### src/rtl/instruction_fetch_unit.sv
// Instruction fetch stage: owns the PC, drives the combinational instruction
// memory and registers the returned word into IF/ID for the decoder.
module instruction_fetch_unit #(
  parameter int                    ADDR_WIDTH = 8,
  parameter int                    DATA_WIDTH = 32,
  parameter logic [ADDR_WIDTH-1:0] RESET_PC   = '0,
  parameter logic [DATA_WIDTH-1:0] HALT_WORD  = 32'hFFFF_FFFF
) (
  input  logic                  clk,
  input  logic                  rst,
  input  logic                  stall,
  input  logic                  redirect,
  input  logic [ADDR_WIDTH-1:0] redirect_target,
  input  logic [DATA_WIDTH-1:0] imem_instruct,
  output logic [ADDR_WIDTH-1:0] imem_pc,
  output logic                  if_valid,
  output logic [DATA_WIDTH-1:0] if_instruct,
  output logic [ADDR_WIDTH-1:0] if_pc,
  output logic [ADDR_WIDTH-1:0] if_pc_plus4,
  output logic                  halted,
  output logic                  misalign_err,
  output logic [15:0]           fetch_count
);

  typedef enum logic [1:0] {
    BOOT = 2'd0,
    RUN  = 2'd1,
    HALT = 2'd2
  } state_t;

  localparam logic [ADDR_WIDTH-1:0] PC_STEP = ADDR_WIDTH'(4);

  state_t                  state;
  logic [ADDR_WIDTH-1:0]   pc;
  logic [ADDR_WIDTH-1:0]   pc_next_seq;

  assign imem_pc     = pc;
  assign pc_next_seq = pc + PC_STEP;

  // Redirect outranks stall; halt detection only happens on a plain sequential fetch.
  always_ff @(posedge clk or negedge rst) begin
    if (!rst) begin
      state        <= BOOT;
      pc           <= RESET_PC;
      if_valid     <= 1'b0;
      if_instruct  <= '0;
      if_pc        <= '0;
      if_pc_plus4  <= '0;
      halted       <= 1'b0;
      misalign_err <= 1'b0;
      fetch_count  <= '0;
    end else begin
      misalign_err <= 1'b0;
      case (state)
        BOOT: begin
          if_valid <= 1'b0;
          state    <= RUN;
        end
        RUN: begin
          if (redirect) begin
            pc           <= {redirect_target[ADDR_WIDTH-1:2], 2'b00};
            if_valid     <= 1'b0;
            misalign_err <= (redirect_target[1:0] != 2'b00);
          end else if (!stall) begin
            if (imem_instruct == HALT_WORD) begin
              if_valid <= 1'b0;
              halted   <= 1'b1;
              state    <= HALT;
            end else begin
              if_instruct <= imem_instruct;
              if_pc       <= pc;
              if_pc_plus4 <= pc_next_seq;
              if_valid    <= 1'b1;
              pc          <= pc_next_seq;
              if (fetch_count != 16'hFFFF) begin
                fetch_count <= fetch_count + 16'd1;
              end
            end
          end
        end
        HALT: begin
          if_valid <= 1'b0;
          halted   <= 1'b1;
        end
        default: begin
          state    <= BOOT;
          if_valid <= 1'b0;
        end
      endcase
    end
  end

endmodule

### config.mk
export PLATFORM = sky130hd
export DESIGN_NAME = instruction_fetch_unit
export DESIGN_NICKNAME = d
export VERILOG_FILES = /design/src/rtl/instruction_fetch_unit.sv
export SDC_FILE = /design/constraint.sdc
export NUM_CORES = 1
export LEC_CHECK = 0
export CAP_MARGIN = 20
export CORE_ASPECT_RATIO = 0.6
export CORE_MARGIN = 1
export CORE_UTILIZATION = 50
export DETAILED_ROUTE_END_ITERATION = 6
export DONT_BUFFER_PORTS = 1
export PLACE_DENSITY = 0.66
export SLEW_MARGIN = 10
export SYNTH_ARGS = -nofsm -noshare
export SYNTH_HDL_FRONTEND = slang
export SYNTH_SLANG_ARGS = --single-unit
### constraint.sdc
create_clock -name clk -period 2.4 [get_ports clk]
set_clock_uncertainty 0.1 [all_clocks]
set_input_delay 0.12 -clock clk [delete_from_list [all_inputs] [get_ports clk]]
set_output_delay 0.12 -clock clk [all_outputs]
set_load 0.005 [all_outputs]
==> run summary <==
kind of critical path: reg -> reg
Post-synth EDFFs: 0
ys flop type: dfrtp_1
initial antenna violation count: 0
CP startpoint kind: register
Root Buffer Master: clkbuf_8
DRC viols: 0
r2r endpoint: imem_pc[6]
Worst-Skew Late Latency: 0.34 ns
hold path start: redirect
Avg Inst Size Synth: 12.6 um2
TritonCTS sink count: 71
vias: 2141
number of buffers created by CTS: 9
Worst path max stage delay: 0.59 ns
Pleak: 1.64 nW
Core ar.: 5750 um2
Final setup viols: 0
status: complete, no violations
die width: 104 um
total grt overflow: 0
CP arrival: 2.26 ns
register area share after synthesis: 57.4%
ant diodes: 0
nets: 346
Final Hold Fails: 0
Peak VDD IR: 430 uV
WL final: 6940 um
unique cell type count in the Yosys netlist: 34
RR Startpoint: imem_pc[2]
Post-Syn Instances: 246
ys async rst share: 100%
clock-pin slew on the worst setup and hold paths: 0.08 ns
RSZ-0062 raised after global routing: false
FP Rows: 21
required time of the worst setup path: 2.52 ns
hold depth: 2
DP HPWL: 4450 um
top cell type's share of synthesized area: 57.4%
TritonCTS clock tree: built
FF-to-FF setup slack: 0.26 ns
Starting Density: 53.8%
I/O pins: 119
cell taking the most area after synthesis: dfrtp_1
layout cells sized above 1: 22.3%
Port Buffers: 0
setup_tns: 0 ns
Area contributors post-synth: dfrtp_1 (57%), mux2_2 (15%), xnor2_1 (4.5%)
maximum root-to-sink buffer count: 2
achievable frequency: 468 MHz
cell area power density: 761 nW/um2
reg2reg path depth: 5
Worst setup EP type: register
Hold WC Path Type: in -> reg
CP Cell Sequence: ha_1, and3_1, a211oi_1, a311oi_1, dlygate4sd3_1
mapped cell area: 3090 um2
Yosys reg bits: 71
Die ar.: 6520 um2
pin count of the biggest net entering global routing: 72
vias in the first global route: 2276
CP max FO: 8
WL/cell: 18.0 um
DR pass1 iterations: 4
Die Ht: 62.9 um
minimum clock period: 2.14 ns
Post-DRT Antenna Nets: 0
Period Utilization, post-route: 89.1%
Layout Cells excl Fill: 385
Inst Count DP: 319
GRT Total Usage: 23.4%
max cap viols: 0
slowest stage cell, crit path: dlygate4sd3_1
first-pass GRT wire length: 11700 um
Max Slew Vio Count: 0
DRT iter0 DRCs: 61
DP Area: 3140 um2
PnR worst setup slack: 0.261 ns
via density per instance: 5.56
Max H-tree Level: 3
RD Place Congestion: 0.702
sink of the worst hold path: imem_pc[7]
design area: 3860 um2
Warnings, synthesis: 0
Area Overhead vs Synth: 24.9%
pre-CTS setup slack: 0.145 ns
sequential cells by signal, summed over array words and instances (netlist names):
name / count
if_pc_plus4: 6
imem_pc: 6
if_instruct: 32
if_valid: 1
if_pc: 6
state: 2
misalign_err: 1
halted: 1
fetch_count: 16
how the worst max path moves through the flow:
stage / start / end / slack [ns] / cells past startpoint
4_1_cts: fetch_count[0] / fetch_count[1] / 0.13 / 5
3_3_place_gp: fetch_count[0] / fetch_count[1] / 0.20 / 5
2_1_floorplan: imem_instruct[15] / if_instruct[0] / 0.40 / 7
6_report: imem_pc[2] / imem_pc[6] / 0.26 / 5
5_1_grt: imem_pc[2] / imem_pc[6] / 0.12 / 5
3_5_place_dp: fetch_count[0] / fetch_count[1] / 0.14 / 5
kinds of logic (layout without fill, tap and decap cells):
family | count (synthesis) | count (layout) | share of synthesized area [%]
compound gates | 28 | 28 | 5.82
other cells | 1 | 6 | 0.121
mux | 40 | 40 | 14.6
buf+inv | 19 | 73 | 4.29
simple gates | 68 | 68 | 12.2
flops | 71 | 71 | 57.4
fa+ha+maj | 2 | 2 | 0.809
xor+xnor | 17 | 17 | 4.81
per-layer routing:
metal / part of all wire, % / vias up / global-route usage (%)
met3: 8.4 / 5 / 9.18
met2: 45 / 92 / 35.3
met1: 46 / 1052 / 31.3
met5: 0 / - / 0
li1: - / 992 / -
met4: 0.69 / 0 / 6.52
cells in the final DEF, fill, tap and decap left out, types with 2 or more instances in the layout:
master	n
ha_1	2
nand2_1	18
o22ai_1	5
or2_2	3
xnor2_1	16
a21oi_1	5
a211oi_1	3
dlygate4sd3_1	49
conb_1	6
mux2_2	40
inv_1	3
buf_4	3
nand4_1	15
nor3_1	2
clkinv_2	2
and3_1	9
nor2_1	4
a311oi_1	2
nand3_1	5
dfrtp_1	71
o21ai_0	7
and4_1	5
a31oi_1	2
clkbuf_8	11
area by class of cell:
type | instances | area (um2)
Inverter | 3 | 11.3
Multi-Input combinational cell | 161 | 1210
Clock inverter | 5 | 56.3
Clock buffer | 11 | 151
Sequential cell | 71 | 1780
Fill cell | 429 | 1890
Tap cell | 80 | 100
Timing Repair Buffer | 54 | 561
Yosys cell counts, types with 2 or more instances:
cell and n:
clkbuf_1 2, a31oi_1 2, dfrtp_1 71, a311oi_1 2, buf_4 10, inv_1 3
a211oi_1 3, mux2_2 40, nand2_1 19, ha_1 2, nand3_1 5, nor3_1 2
and4_1 5, nand4_1 15, buf_6 3, xnor2_1 16, a21oi_1 5, nor2_1 4
o22ai_1 5, or2_2 3, and3_1 10, o21ai_0 7
through the flow:
step | utilization (%) | hold WS, ns | total power [W]
4_1_cts | 67.1 | 0.0869 | 0.00296
3_3_place_gp | 54.5 | -0.274 | 0.00187
6_report | 67.1 | 0.103 | 0.00294
2_1_floorplan | - | -0.276 | 0.00180
5_1_grt | 67.1 | 0.130 | 0.00310
3_5_place_dp | 54.5 | -0.274 | 0.00189
worst max-delay path, delay by kind of cell, from the launching register on:
| family | cells | cell delay, ns |
|---|---|---|
| simple gates | 1 | 0.23 |
| buf+inv | 1 | 0.59 |
| compound gates | 2 | 0.32 |
| flops | 1 | 0.49 |
| fa+ha+maj | 1 | 0.30 |
where the power goes:
part,total (W),leakage [nW],internal (W),switching (W)
clock,0.000969,0.105,0.000535,0.000434
sequential,0.00159,0.855,0.00138,0.000211
combinational,0.000383,0.682,0.000232,0.000150
repair_timing:
| item | CTS | global route |
|---|---|---|
| hold buffers | 50 | 0 |
| hold endpoints to repair | 113 | 0 |
| buffers inserted | 0 | 0 |
| setup endpoints to repair | 0 | 4 |
| resized for setup | 0 | 1 |
Power figures use the tool's default switching activity.
